<file path="config.mk">
export PLATFORM = sky130hd
export DESIGN_NAME = round_sequencer
export DESIGN_NICKNAME = d
export VERILOG_FILES = /design/src/rtl/round_sequencer.sv
export SDC_FILE = /design/constraint.sdc
export NUM_CORES = 1
export LEC_CHECK = 0
export BUFFER_PORTS_ARGS = -buffer_cell sky130_fd_sc_hd__buf_2
export CORE_AREA = 2 2 83 85
export CTS_CLUSTER_SIZE = 12
export DETAILED_ROUTE_END_ITERATION = 10
export DIE_AREA = 0 0 85 87
export GPL_TIMING_DRIVEN = 0
export MAX_ROUTING_LAYER = met4
export PLACE_DENSITY = 0.79
export SETUP_SLACK_MARGIN = 0.5
export SLEW_MARGIN = 0
export SYNTH_ARGS = -nofsm -noshare
export SYNTH_HDL_FRONTEND = slang
export SYNTH_SLANG_ARGS = --single-unit
</file>
<file path="constraint.sdc">
create_clock -name clk -period 5.6 [get_ports clk]
set_input_delay 0 -clock clk [delete_from_list [all_inputs] [get_ports clk]]
set_output_delay 0 -clock clk [all_outputs]
set_load 0.005 [all_outputs]
</file>
<file path="src/rtl/round_sequencer.sv">
// round_sequencer: game-level controller for the memory-pattern game.
// Runs each round in order: pattern generation, LED playback and button
// capture. It then compares the captured entries against the pattern, keeps
// the score, waits out an inter-round gap and stops after NUM_ROUNDS rounds.
//
// Ports:
//   clk, rst                 clock, asynchronous active-high reset
//   tick                     one-clk strobe from the slow timebase
//   start, level[2:0]        level-select end pulse and one-hot level
//   gen_en / gen_done        pattern generator handshake
//   print_en / print_done    LED playback handshake
//   input_en / input_done    button capture handshake
//   pattern, trimmed [47:0]  16 x 3-bit entries, entry i at [3i+2:3i]
//   sub_rst                  one-cycle submodule clear after each round
//   round_num, score         completed rounds, fully correct rounds
//   match_cnt                matching entries in the last checked round
//   round_ok, timeout        round fully correct pulse / last capture timed out
//   lvl_err                  pulse on start with an invalid level
//   busy, game_over          game in progress / game finished
module round_sequencer #(
  parameter int NUM_ROUNDS    = 10,
  parameter int GAP_TICKS     = 4,
  parameter int TIMEOUT_TICKS = 40
) (
  input  logic        clk,
  input  logic        rst,
  input  logic        tick,
  input  logic        start,
  input  logic [2:0]  level,
  output logic        gen_en,
  input  logic        gen_done,
  output logic        print_en,
  input  logic        print_done,
  output logic        input_en,
  input  logic        input_done,
  input  logic [47:0] pattern,
  input  logic [47:0] trimmed,
  output logic        sub_rst,
  output logic [3:0]  round_num,
  output logic [3:0]  score,
  output logic [4:0]  match_cnt,
  output logic        round_ok,
  output logic        timeout,
  output logic        lvl_err,
  output logic        busy,
  output logic        game_over
);
  localparam int TW = $clog2(TIMEOUT_TICKS + 1);
  localparam int GW = $clog2(GAP_TICKS + 1);

  typedef enum logic [2:0] {
    S_IDLE, S_GEN, S_PRINT, S_INPUT, S_CHECK, S_GAP, S_DONE
  } state_e;

  state_e        state_q, state_d;
  logic [4:0]    n_q, n_d;          // entries per round: 4, 8 or 16
  logic [3:0]    round_q, round_d;
  logic [3:0]    score_q, score_d;
  logic [4:0]    match_q, match_d;
  logic          timeout_q, timeout_d;
  logic [TW-1:0] tcnt_q, tcnt_d;
  logic [GW-1:0] gcnt_q, gcnt_d;
  logic          sub_rst_q, sub_rst_d;
  logic          round_ok_q, round_ok_d;
  logic          lvl_err_q, lvl_err_d;

  logic          lvl_ok;
  logic [4:0]    lvl_n;
  logic          tmo_hit, gap_hit;
  logic [15:0]   eq;
  logic [4:0]    hits, match_now;

  assign lvl_ok  = (level == 3'b001) || (level == 3'b010) || (level == 3'b100);
  assign lvl_n   = (level == 3'b001) ? 5'd4 : (level == 3'b010) ? 5'd8 : 5'd16;
  // A done input takes priority over a coincident tick, so these terminal
  // conditions are only acted on when the matching done is low.
  assign tmo_hit = tick && (tcnt_q == TW'(TIMEOUT_TICKS - 1));
  assign gap_hit = tick && (gcnt_q == GW'(GAP_TICKS - 1));

  // Per-entry compare; entries at or above N are masked out.
  for (genvar i = 0; i < 16; i++) begin : g_cmp
    assign eq[i] = (pattern[3*i +: 3] == trimmed[3*i +: 3]) && (5'(i) < n_q);
  end

  always_comb begin
    hits = '0;
    for (int i = 0; i < 16; i++) hits = hits + 5'(eq[i]);
  end

  // A timed-out capture scores zero regardless of what was captured.
  assign match_now = timeout_q ? 5'd0 : hits;

  // State register and datapath registers
  always_ff @(posedge clk or posedge rst) begin
    if (rst) begin
      state_q    <= S_IDLE;
      n_q        <= '0;
      round_q    <= '0;
      score_q    <= '0;
      match_q    <= '0;
      timeout_q  <= 1'b0;
      tcnt_q     <= '0;
      gcnt_q     <= '0;
      sub_rst_q  <= 1'b0;
      round_ok_q <= 1'b0;
      lvl_err_q  <= 1'b0;
    end else begin
      state_q    <= state_d;
      n_q        <= n_d;
      round_q    <= round_d;
      score_q    <= score_d;
      match_q    <= match_d;
      timeout_q  <= timeout_d;
      tcnt_q     <= tcnt_d;
      gcnt_q     <= gcnt_d;
      sub_rst_q  <= sub_rst_d;
      round_ok_q <= round_ok_d;
      lvl_err_q  <= lvl_err_d;
    end
  end

  // Next-state logic
  always_comb begin
    state_d = state_q;
    unique case (state_q)
      S_IDLE, S_DONE: if (start && lvl_ok) state_d = S_GEN;
      S_GEN:          if (gen_done)        state_d = S_PRINT;
      S_PRINT:        if (print_done)      state_d = S_INPUT;
      S_INPUT:        if (input_done || tmo_hit) state_d = S_CHECK;
      S_CHECK:        state_d = S_GAP;
      S_GAP:          if (gap_hit)
                        state_d = (round_q == 4'(NUM_ROUNDS)) ? S_DONE : S_GEN;
      default:        state_d = S_IDLE;
    endcase
  end

  // Datapath next values
  always_comb begin
    n_d        = n_q;
    round_d    = round_q;
    score_d    = score_q;
    match_d    = match_q;
    timeout_d  = timeout_q;
    tcnt_d     = tcnt_q;
    gcnt_d     = gcnt_q;
    sub_rst_d  = 1'b0;
    round_ok_d = 1'b0;
    lvl_err_d  = 1'b0;
    case (state_q)
      S_IDLE, S_DONE: begin
        if (start) begin
          if (lvl_ok) begin
            n_d       = lvl_n;
            round_d   = '0;
            score_d   = '0;
            match_d   = '0;
            timeout_d = 1'b0;
          end else begin
            lvl_err_d = 1'b1;
          end
        end
      end
      S_PRINT: if (print_done) tcnt_d = '0;
      S_INPUT: begin
        if (input_done)   timeout_d = 1'b0;
        else if (tmo_hit) timeout_d = 1'b1;
        else if (tick)    tcnt_d    = tcnt_q + 1'b1;
      end
      S_CHECK: begin
        match_d   = match_now;
        round_d   = round_q + 1'b1;
        sub_rst_d = 1'b1;
        gcnt_d    = '0;
        if (match_now == n_q) begin
          score_d    = score_q + 1'b1;
          round_ok_d = 1'b1;
        end
      end
      S_GAP: if (tick && !gap_hit) gcnt_d = gcnt_q + 1'b1;
      default: ;
    endcase
  end

  // Outputs
  always_comb begin
    gen_en    = (state_q == S_GEN);
    print_en  = (state_q == S_PRINT);
    input_en  = (state_q == S_INPUT);
    busy      = (state_q != S_IDLE) && (state_q != S_DONE);
    game_over = (state_q == S_DONE);
    sub_rst   = sub_rst_q;
    round_ok  = round_ok_q;
    lvl_err   = lvl_err_q;
    round_num = round_q;
    score     = score_q;
    match_cnt = match_q;
    timeout   = timeout_q;
  end
endmodule

</file>
=== Word-level counts from Yosys, hierarchy flattened ===
Cells that the tools add are included.

* Register bits: 34
* Bits in latches: 0
* Bits in writable memories: 0
* Memory bits (read-only): 0
* Input bits: 106
* Output and inout bits: 22
* Word-level logic and storage cells: 164
* Memories: 0

* $add $sub $neg: 19
* $mul: 0
* Divide/modulo/power cells: 0
* $lt $le $gt $ge: 16
* Equality and inequality tests: 43
* Shift operators: 0
* Mux-type cells: 36
* Bitwise gates (word level): 0
* Reductions and logical operators: 39

{| class="wikitable"
|+ Operator list
! kind !! count
|-
| $add A5 B1 Y5 || 11
|-
| $eq A3 B3 Y1 || 16
|-
| $lt A4 B5 Y1 const A || 8
|-
| $mux W5 || 5
|-
| $mux W6 || 4
|-
| $logic_and A1 B1 Y1 || 21
|-
| $mux W3 || 7
|-
| $lt A3 B5 Y1 const A || 4
|-
| $ne A2 B2 Y1 const B || 9
|-
| $pmux W3 S6 || 1
|-
| $pmux W4 S2 || 2
|-
| $eq A3 B2 Y1 const B || 4
|-
| $eq A3 B3 Y1 const B || 4
|-
| $mux W4 || 3
|-
| $pmux W6 S2 || 1
|-
| $lt A1 B5 Y1 const A || 2
|-
| $lt A2 B5 Y1 const A || 2
|-
| $mux W1 || 10
|-
| $pmux W5 S2 || 1
|-
| $reduce_and A5 Y1 || 2
|-
| $add A4 B1 Y4 const B || 2
|-
| $reduce_and A4 Y1 || 2
|-
| $reduce_bool A2 Y1 || 4
|-
| $add A6 B1 Y6 const B || 1
|-
| other kinds (21) || 27
|}

=== Depth between registers and ports, before layout ===
Gate-level depths: netlist of run 1.

* Word-level depth: 21
* Gate-level depth with buffers: 20
* Gate-level depth less buffers: 19

=== Worst setup path after synthesis of run 1 ===
No wires, ideal clock.

* Path type: reg2reg
* From: register n_q[4]
* To: register score_q[3] (netlist: score[3])
* Setup time: 0.118 ns
* Arrival: 5.160 ns
* Required time: 5.482 ns
* Slack: 0.322 ns
* Stages on the path, launching flop included: 21
* Path buffers: 1
* Period minus slack after synthesis: 5.278 ns
* Cells stage by stage: dfrtp_1 clkbuf_1 inv_1 nand2_1 nand4_1 fa_1 inv_1 fa_1 inv_1 fa_1 fa_1 inv_1 ha_1 fa_1 nor2_1 o221ai_1 a2111oi_4 nand3_4 clkinv_2 mux2_1 a21o_1

* Cells in the longest elaborated chain, start to end: 21
* Elaborated cells on any way between the ends: 51
* Those cells by class: add/sub (15); order compare (16); eq/ne (2); mux (1); reduce/logical (17)

{| class="wikitable"
|+ RTL lines
! item !! RTL line !! RTL
|-
| start, declared || 56 || <nowiki>logic [4:0] n_q, n_d;</nowiki>
|-
| start signal, assigned || 109 || <nowiki>n_q <= n_d;</nowiki>
|-
| $lt A1 B5 Y1 || 82 || <nowiki>assign eq[i] = (pattern[3*i +: 3] == trimmed[3*i +: 3]) && (5'(i) < n_q);</nowiki>
|-
| $logic_and A1 B1 Y1 || 82 ||
|-
| $add A1 B1 Y2 || 87 || <nowiki>for (int i = 0; i < 16; i++) hits = hits + 5'(eq[i]);</nowiki>
|-
| $add A2 B1 Y3 || 87 ||
|-
| $add A3 B1 Y4 || 87 ||
|-
| $add A4 B1 Y5 || 87 ||
|-
| $add A5 B1 Y5 (11 in a row) || 87 ||
|-
| $mux W5 || 91 || <nowiki>assign match_now = timeout_q ? 5'd0 : hits;</nowiki>
|-
| $eq A5 B5 Y1 (*) || 174 || <nowiki>if (match_now == n_q) begin</nowiki>
|-
| $ne A2 B2 Y1 (no source line) (*) || n/a ||
|-
| $reduce_and A4 Y1 (no source line) (*) || n/a ||
|-
| end signal, assigned || 111 || <nowiki>score_q <= score_d;</nowiki>
|-
| end, declared || 58 || <nowiki>logic [3:0] score_q, score_d;</nowiki>
|}

Mark *: on every way between the ends. The rest lies on a longest branch, timed or not.
A chain may end at the register's enable or synchronous reset.

=== Worst setup path after layout of run 1 ===
Same ends and word-level chain as after synthesis.

==> impl_metrics.py, run 1 <==
metrics = {
    "status": {
        "run_status": "completed",
    },
    "setup_path": {
        "critical_path_required_ps": 5790,
        "cp_slowest_cell": "sky130_fd_sc_hd__fa_1",
        "crit_chain": "clkbuf_8, or3_4, nand4_1, fa_1, fa_1, fa_1, fa_1, inv_1, ha_2, fa_2, nor2_4, o221ai_2, a2111oi_4, nand3_4, clkinv_2, mux2_1, a21o_1",
        "start_kind": "flop",
        "timing.rr.end": "score[3]",
        "cp.arrival_ps": 5290,
        "max_stage_delay_on_crit_path_ps": 540,
        "worst_r2r_startpoint": "n_q[4]",
        "critical_path_class": "flop to flop",
        "critPathMaxFanout": 6,
        "reg2reg_setup_slack_ps": 500,
        "worst_setup_path_end_kind": "flop",
        "timing.reg2reg.worst_path_depth": 17,
        "crit_top_cell": "sky130_fd_sc_hd__fa_1",
    },
    "clock_network": {
        "clockBufferDepth": 2,
        "tritoncts": "built",
        "root_buffer": "sky130_fd_sc_hd__clkbuf_8",
        "cts_buffers": 5,
        "clkTransAtPathRegs_ps": 70,
        "cts_max_level": 2,
        "cts_sinks": 32,
        "worstSkewPairLatency_ps": 290,
    },
    "timing": {
        "fin_tns_setup_ps": 0,
        "unrepaired_setup_endpoints_after_global_routing": "yes",
        "fin_hold_ws_ps": 60.88,
        "finalCriticalPeriod_ps": 5099,
        "post-route-period-util_pct": 91.06,
        "fin_worst_skew_ps": 4.041,
        "setup_viol": 0,
        "tightest_slew_ps": 659.4,
        "finalHoldViolations": 0,
        "peak_freq_mhz": 196.1,
        "slew_headroom_pct": 55.99,
        "slew_viol_final": 0,
    },
    "pwr": {
        "irDropWorstVdd_mv": 0.2274,
        "p_per_area_nw_per_um2": 330.1,
        "power.leakage_nw": 1.851,
    },
    "hold_path": {
        "hold-path-endpoint": "tcnt_q[0]",
        "min_from": "input_done",
        "hold_depth": 3,
        "hold_class": "input port to flop",
    },
    "job": {
        "max-cap-violations": 0,
    },
    "yosys": {
        "synth_most_common_cell": "sky130_fd_sc_hd__xnor2_1",
        "synth_top_cell_area_share_pct": 29.45,
        "synth_warn": 0,
        "gate_count_of_the_mapped_netlist": 298,
        "synthDistinctLibCells": 54,
        "synth_area_leaders": "sky130_fd_sc_hd__dfrtp_1 29%, sky130_fd_sc_hd__xnor2_1 14%, sky130_fd_sc_hd__fa_1 7.4%",
        "asyncSetResetFlopFracSynth_pct": 100.0,
        "yosys_register_bits": 32,
        "synth_flop_cell": "sky130_fd_sc_hd__dfrtp_1",
        "post_synth_instance_area_um2": 2719,
        "synth_sequential_area_ratio_pct": 29.45,
        "postSynthAreaPerCell_um2": 9.124,
        "synth.cells.most_frequent": "44 x sky130_fd_sc_hd__xnor2_1, 32 x sky130_fd_sc_hd__dfrtp_1, 30 x sky130_fd_sc_hd__nand2_1",
        "yosys.area.top_type": "sky130_fd_sc_hd__dfrtp_1",
        "synth_enable_flop_cells": 0,
        "synthesis.nets": 425,
    },
    "route": {
        "first_iter_violations": 92,
        "detail_route.vias_per_cell": 5.036,
        "drt_first_pass_iters": 4,
        "vias": 2634,
        "drtAntennaViolNets": 0,
        "route.detailed.wl_per_inst_um": 12.77,
        "drc": 0,
        "detail_route.wirelength_um": 6681,
    },
    "grt": {
        "global_route.overflow_total": 0,
        "antenna_violations_before_repair": 0,
        "grt_start_max_net_pins": 33,
        "track_usage_pct": 19.22,
        "grt_pass1_vias": 2664,
        "first_pass_grt_wire_length_um": 11270,
    },
    "floorplanning": {
        "io_pins": 128,
        "chipWidth_um": 85,
        "placement_rows": 30,
        "dieArea_um2": 7395,
        "floorplan.initialDensity_pct": 41.39,
        "core_area_um2": 6569,
        "die_height_um": 87,
    },
    "placement": {
        "routabilityCongestion": 0.8374,
        "dp_hpwl_um": 5436,
        "dpl.cell_count": 503,
        "placement.io_buffers": 125,
    },
    "layout": {
        "finish.utilization_pct": 56.80,
        "final-instance-count-excl-fill": 523,
        "drive_above_1_share_pct": 39.05,
        "antenna-diode-count": 0,
        "synthToLayoutAreaGrowth_pct": 37.23,
        "final_net_count": 569,
    },
}
metrics by stage:
stage / total power (W) / setup slack (ps) / area, µm²
floorplan: 0.0007782 / 501.4 / 2754
global placement: 0.0009400 / 205.0 / 3480
detailed placement: 0.0009604 / 147.7 / 3480
CTS: 0.001227 / 416.5 / 3657
global route: 0.001343 / 297.9 / 3731
finish: 0.001232 / 500.6 / 3731
cells by family after synthesis:
group           after synthesis  synth area share [%]
buf+inv                      32                 4.510
compound gates               48                 12.61
flops                        32                 29.45
xor+xnor                     55                 17.72
simple gates                104                 20.94
fa+ha+maj                    21                 12.43
mux                           6                 2.347
repair_timing:
item                       4_1_cts  5_1_grt
setup endpoints to repair        2        4
pin swaps                        3        4
hold buffers                     1        1
buffers inserted                 6        3
resized for setup                3        6
hold endpoints to repair         3       16
flip-flops by register name (all words and copies together), names as in the netlist:
register / count
tcnt_q: 6
gcnt_q: 3
state_q: 3
score: 4
round_ok: 1
timeout: 1
match_cnt: 5
lvl_err: 1
round_num: 4
sub_rst: 1
n_q: 3
how the worst max path moves through the flow:
stage            from        to  slack (ps)  depth (start not counted)
2_1_floorplan  n_q[3]  score[3]         500                         19
3_3_place_gp   n_q[3]  score[3]         200                         19
3_5_place_dp   n_q[3]  score[3]         150                         19
4_1_cts        n_q[4]  score[3]         420                         20
5_1_grt        n_q[4]  score[3]         300                         17
6_report       n_q[4]  score[3]         500                         17
cell type report:
class / instances / area [µm²]
fillers: 576 / 2838
flip-flops and latches: 32 / 802.0
multi-input cells: 234 / 1849
clock inverters: 3 / 42.54
plain buffers: 6 / 33.78
repair buffers: 137 / 735.7
inverters: 26 / 98.84
clock buffers: 5 / 68.82
well taps: 80 / 100.1
report_power, final:
| group | internal, W | switching (W) |
|---|---|---|
| Combinational | 0.000297 | 0.000360 |
| Clock | 0.000132 | 0.0000924 |
| Sequential | 0.000293 | 0.0000584 |
metal layers:
metal / wire, µm / GRT usage [%] / vias up
met5: 0 / - / -
met4: 156 / 6.349 / 0
met3: 413 / 4.076 / 16
met2: 3342 / 34.45 / 84
li1: - / - / 1326
met1: 2769 / 21.29 / 1208
worst max-delay path: cells and delay by family (launching register included):
kind / cells / cell delay, ps
buffers and inverters: 3 / 260
AOI/OAI and AO/OA: 3 / 730
DFF: 1 / 370
and+or+nand+nor: 4 / 750
muxes: 1 / 310
adders and majority gates: 6 / 2580
cell usage in the layout, fill, tap and decap left out, drive strengths merged, types with 13 or more instances in the layout:
cell type,Yosys,routed
nand2,32,32
nor2,15,15
buf,1,136
nand4,16,16
inv,24,24
dfrtp,32,32
xnor2,44,44
nand3,13,13
o21ai,17,17
No activity file was read; power rests on OpenSTA's default activity.
==> inputs of run 2 (changes only) <==
--- a/config.mk
+++ b/config.mk
@@ -6,10 +6,12 @@
 export NUM_CORES = 1
 export LEC_CHECK = 0
 export BUFFER_PORTS_ARGS = -buffer_cell sky130_fd_sc_hd__buf_2
-export CORE_AREA = 2 2 83 85
+export CELL_PAD_IN_SITES_DETAIL_PLACEMENT = 0
+export CELL_PAD_IN_SITES_GLOBAL_PLACEMENT = 2
+export CORE_AREA = 2 2 110 112
 export CTS_CLUSTER_SIZE = 12
 export DETAILED_ROUTE_END_ITERATION = 10
-export DIE_AREA = 0 0 85 87
+export DIE_AREA = 0 0 112 114
 export GPL_TIMING_DRIVEN = 0
 export MAX_ROUTING_LAYER = met4
 export PLACE_DENSITY = 0.79
==> constraint.sdc (replaced) <==
create_clock -name clk -period 4.2 [get_ports clk]
set_input_delay 0 -clock clk [delete_from_list [all_inputs] [get_ports clk]]
set_output_delay 0 -clock clk [all_outputs]
set_load 0.005 [all_outputs]
==> run 2 against run 1 <==
The flow now finishes with violations (negative setup slack). Cell count up 14%. Critical path depth fell by 1. Flip-flop and latch count is the same. Routed wire length rose by 9.9%. Maximum frequency rose by 0.70%. Setup slack got worse by 1400 ps. Sequential power grew 36%. Cell area rose by 6.5%. Clock-buffer cell count rose by 1. Die area increased by 73%. Combinational power is 57% higher. Critical path type unchanged. Critical endpoint unchanged.
==> impl_metrics.py, run 2 (synthesized netlist as in run 1, its figures left out) <==
metrics = {
    "floorplanning": {
        "floorplan.initialDensity_pct": 23.22,
        "placement_rows": 40,
        "dieArea_um2": 12770,
        "io_pins": 128,
        "die_height_um": 114,
        "chipWidth_um": 112,
        "core_area_um2": 11710,
    },
    "route": {
        "detail_route.vias_per_cell": 4.440,
        "vias": 2642,
        "drtAntennaViolNets": 0,
        "route.detailed.wl_per_inst_um": 12.34,
        "detail_route.wirelength_um": 7345,
        "drc": 0,
        "drt_first_pass_iters": 4,
        "first_iter_violations": 85,
    },
    "timing": {
        "finalHoldViolations": 0,
        "slew_headroom_pct": 66.07,
        "finalCriticalPeriod_ps": 5064,
        "setup_viol": 6,
        "post-route-period-util_pct": 120.6,
        "unrepaired_setup_endpoints_after_global_routing": "yes",
        "fin_worst_skew_ps": 5.365,
        "postLayoutSetupSlackWorst_ps": -863.9,
        "fin_tns_setup_ps": -3528,
        "peak_freq_mhz": 197.5,
        "tightest_slew_ps": 502.3,
        "slew_viol_final": 0,
    },
    "setup_path": {
        "timing.rr.end": "score[3]",
        "reg2reg_setup_slack_ps": -860,
        "critical_path_required_ps": 4370,
        "start_kind": "flop",
        "timing.reg2reg.worst_path_depth": 16,
        "critical_path_class": "flop to flop",
        "max_stage_delay_on_crit_path_ps": 520,
        "worst_setup_path_end_kind": "flop",
        "worst_r2r_startpoint": "n_q[2]",
        "critPathMaxFanout": 6,
        "cp.arrival_ps": 5230,
        "crit_top_cell": "sky130_fd_sc_hd__fa_1",
        "critPathLaunch": "n_q[2]",
        "cp_slowest_cell": "sky130_fd_sc_hd__fa_1",
        "crit_chain": "or3_4, nand4_1, fa_1, fa_1, fa_1, fa_1, inv_1, ha_2, fa_2, nor2_4, nand4bb_4, a2111oi_4, nand3_4, clkinv_2, mux2_4, a21o_1",
    },
    "layout": {
        "layout.cells.most_common_list": "126 x sky130_fd_sc_hd__buf_2, 43 x sky130_fd_sc_hd__xnor2_1, 30 x sky130_fd_sc_hd__dfrtp_1, 29 x sky130_fd_sc_hd__nand2_1, 20 x sky130_fd_sc_hd__inv_1",
        "commonest_non_fill_non_tap_cell_in_the_layout": "sky130_fd_sc_hd__buf_2",
        "synthToLayoutAreaGrowth_pct": 46.11,
        "final_net_count": 574,
        "register_bank_with_the_most_flops": "tcnt_q",
        "largest_register_ffs": 6,
        "antenna-diode-count": 0,
        "drive_above_1_share_pct": 41.52,
    },
    "grt": {
        "global_route.overflow_total": 0,
        "track_usage_pct": 12.21,
        "grt_pass1_vias": 2679,
        "antenna_violations_before_repair": 0,
        "grt_start_max_net_pins": 33,
        "first_pass_grt_wire_length_um": 12520,
    },
    "placement": {
        "placement.io_buffers": 125,
        "detailedPlace.worstSlack_ps": -1150,
        "routabilityCongestion": 0.7669,
        "dp_hpwl_um": 5914,
    },
    "pwr": {
        "power.leakage_nw": 1.919,
        "irDropWorstVdd_mv": 0.2675,
        "p_per_area_nw_per_um2": 481.4,
        "design_power_total_w": 0.001912,
    },
    "clock_network": {
        "cts_max_level": 2,
        "tritoncts": "built",
        "clockBufferDepth": 2,
        "worstSkewPairLatency_ps": 280,
        "root_buffer": "sky130_fd_sc_hd__clkbuf_16",
        "cts_buffers": 5,
        "clkTransAtPathRegs_ps": 60,
        "cts_sinks": 32,
    },
    "job": {
        "max-cap-violations": 0,
    },
    "hold_path": {
        "hold-path-endpoint": "n_q[3]",
        "hold_class": "input port to flop",
        "min_from": "level[2]",
        "hold_depth": 2,
    },
    "status": {
        "violated_checks": "negative setup slack",
        "run_status": "finished with violations",
    },
}
## run 2: cell types whose count changed in the layout (fill, tap and decap cells not counted), sizes merged
cell | previous run | this run
clkinv | 3 | 4
buf | 136 | 143
inv | 24 | 23
clkinvlp | 1 | 0
dlygate4sd3 | 2 | 1
## run 2: worst max-delay path by stage
| stage | to | slack [ps] | cells after the start |
|---|---|---|---|
| finish | score[3] | -860 | 16 |
| global route | score[3] | -1030 | 16 |
| CTS | score[3] | -900 | 17 |
| detailed placement | score[3] | -1150 | 19 |
| global placement | score[3] | -1110 | 16 |
| floorplan | score[3] | -790 | 17 |
## run 2: layout make-up
type                       instances  area (µm²)
fill                            1247        7739
multi-input combinational        234        1889
sequential                        32       803.3
timing repair buffer             142       798.3
tap                              147       183.9
clock buffer                       6       128.9
inverter                          26       98.84
clock inverter                     2       35.03
buffer                             6       35.03
## run 2: routing by layer
metal	vias to the layer above	wire, µm	global-route usage, %
li1	1325	-	-
met1	1244	3095	14.35
met2	64	3836	22.10
met3	9	334	1.860
met4	0	78	2.846
met5	-	0	-
## run 2: where the power goes
part | switching, W | internal (W) | total [W]
sequential | 0.0000871 | 0.000392 | 0.000479
combinational | 0.000516 | 0.000510 | 0.00103
clock | 0.000128 | 0.000279 | 0.000407
## run 2: per-stage QoR
stage | area [µm²] | cells | utilization [%] | hold WS (ps)
global route | 3973 | 595 | 33.92 | 25.55
global placement | 3566 | 570 | 30.45 | 289.7
CTS | 3835 | 585 | 32.75 | 6.281
finish | 3973 | 595 | 33.92 | 5.878
detailed placement | 3566 | 570 | 30.45 | 298.9
floorplan | 2756 | 298 | - | 97.45
## run 2: timing repair
item,in CTS,in global routing
hold buffers,0,1
setup buffers,7,8
setup endpoints to repair,9,9
endpoints found under the hold margin,0,28
pin swaps,5,1
gates resized for setup,12,10
## run 2: critical path, delay by kind of cell (launching register included)
family                     cells  cell delay [ps]
DFF                            1              450
and+or+nand+nor                5              960
adders and majority gates      6             2540
muxes                          1              290
buffers and inverters          2              130
AOI/OAI and AO/OA              2              580
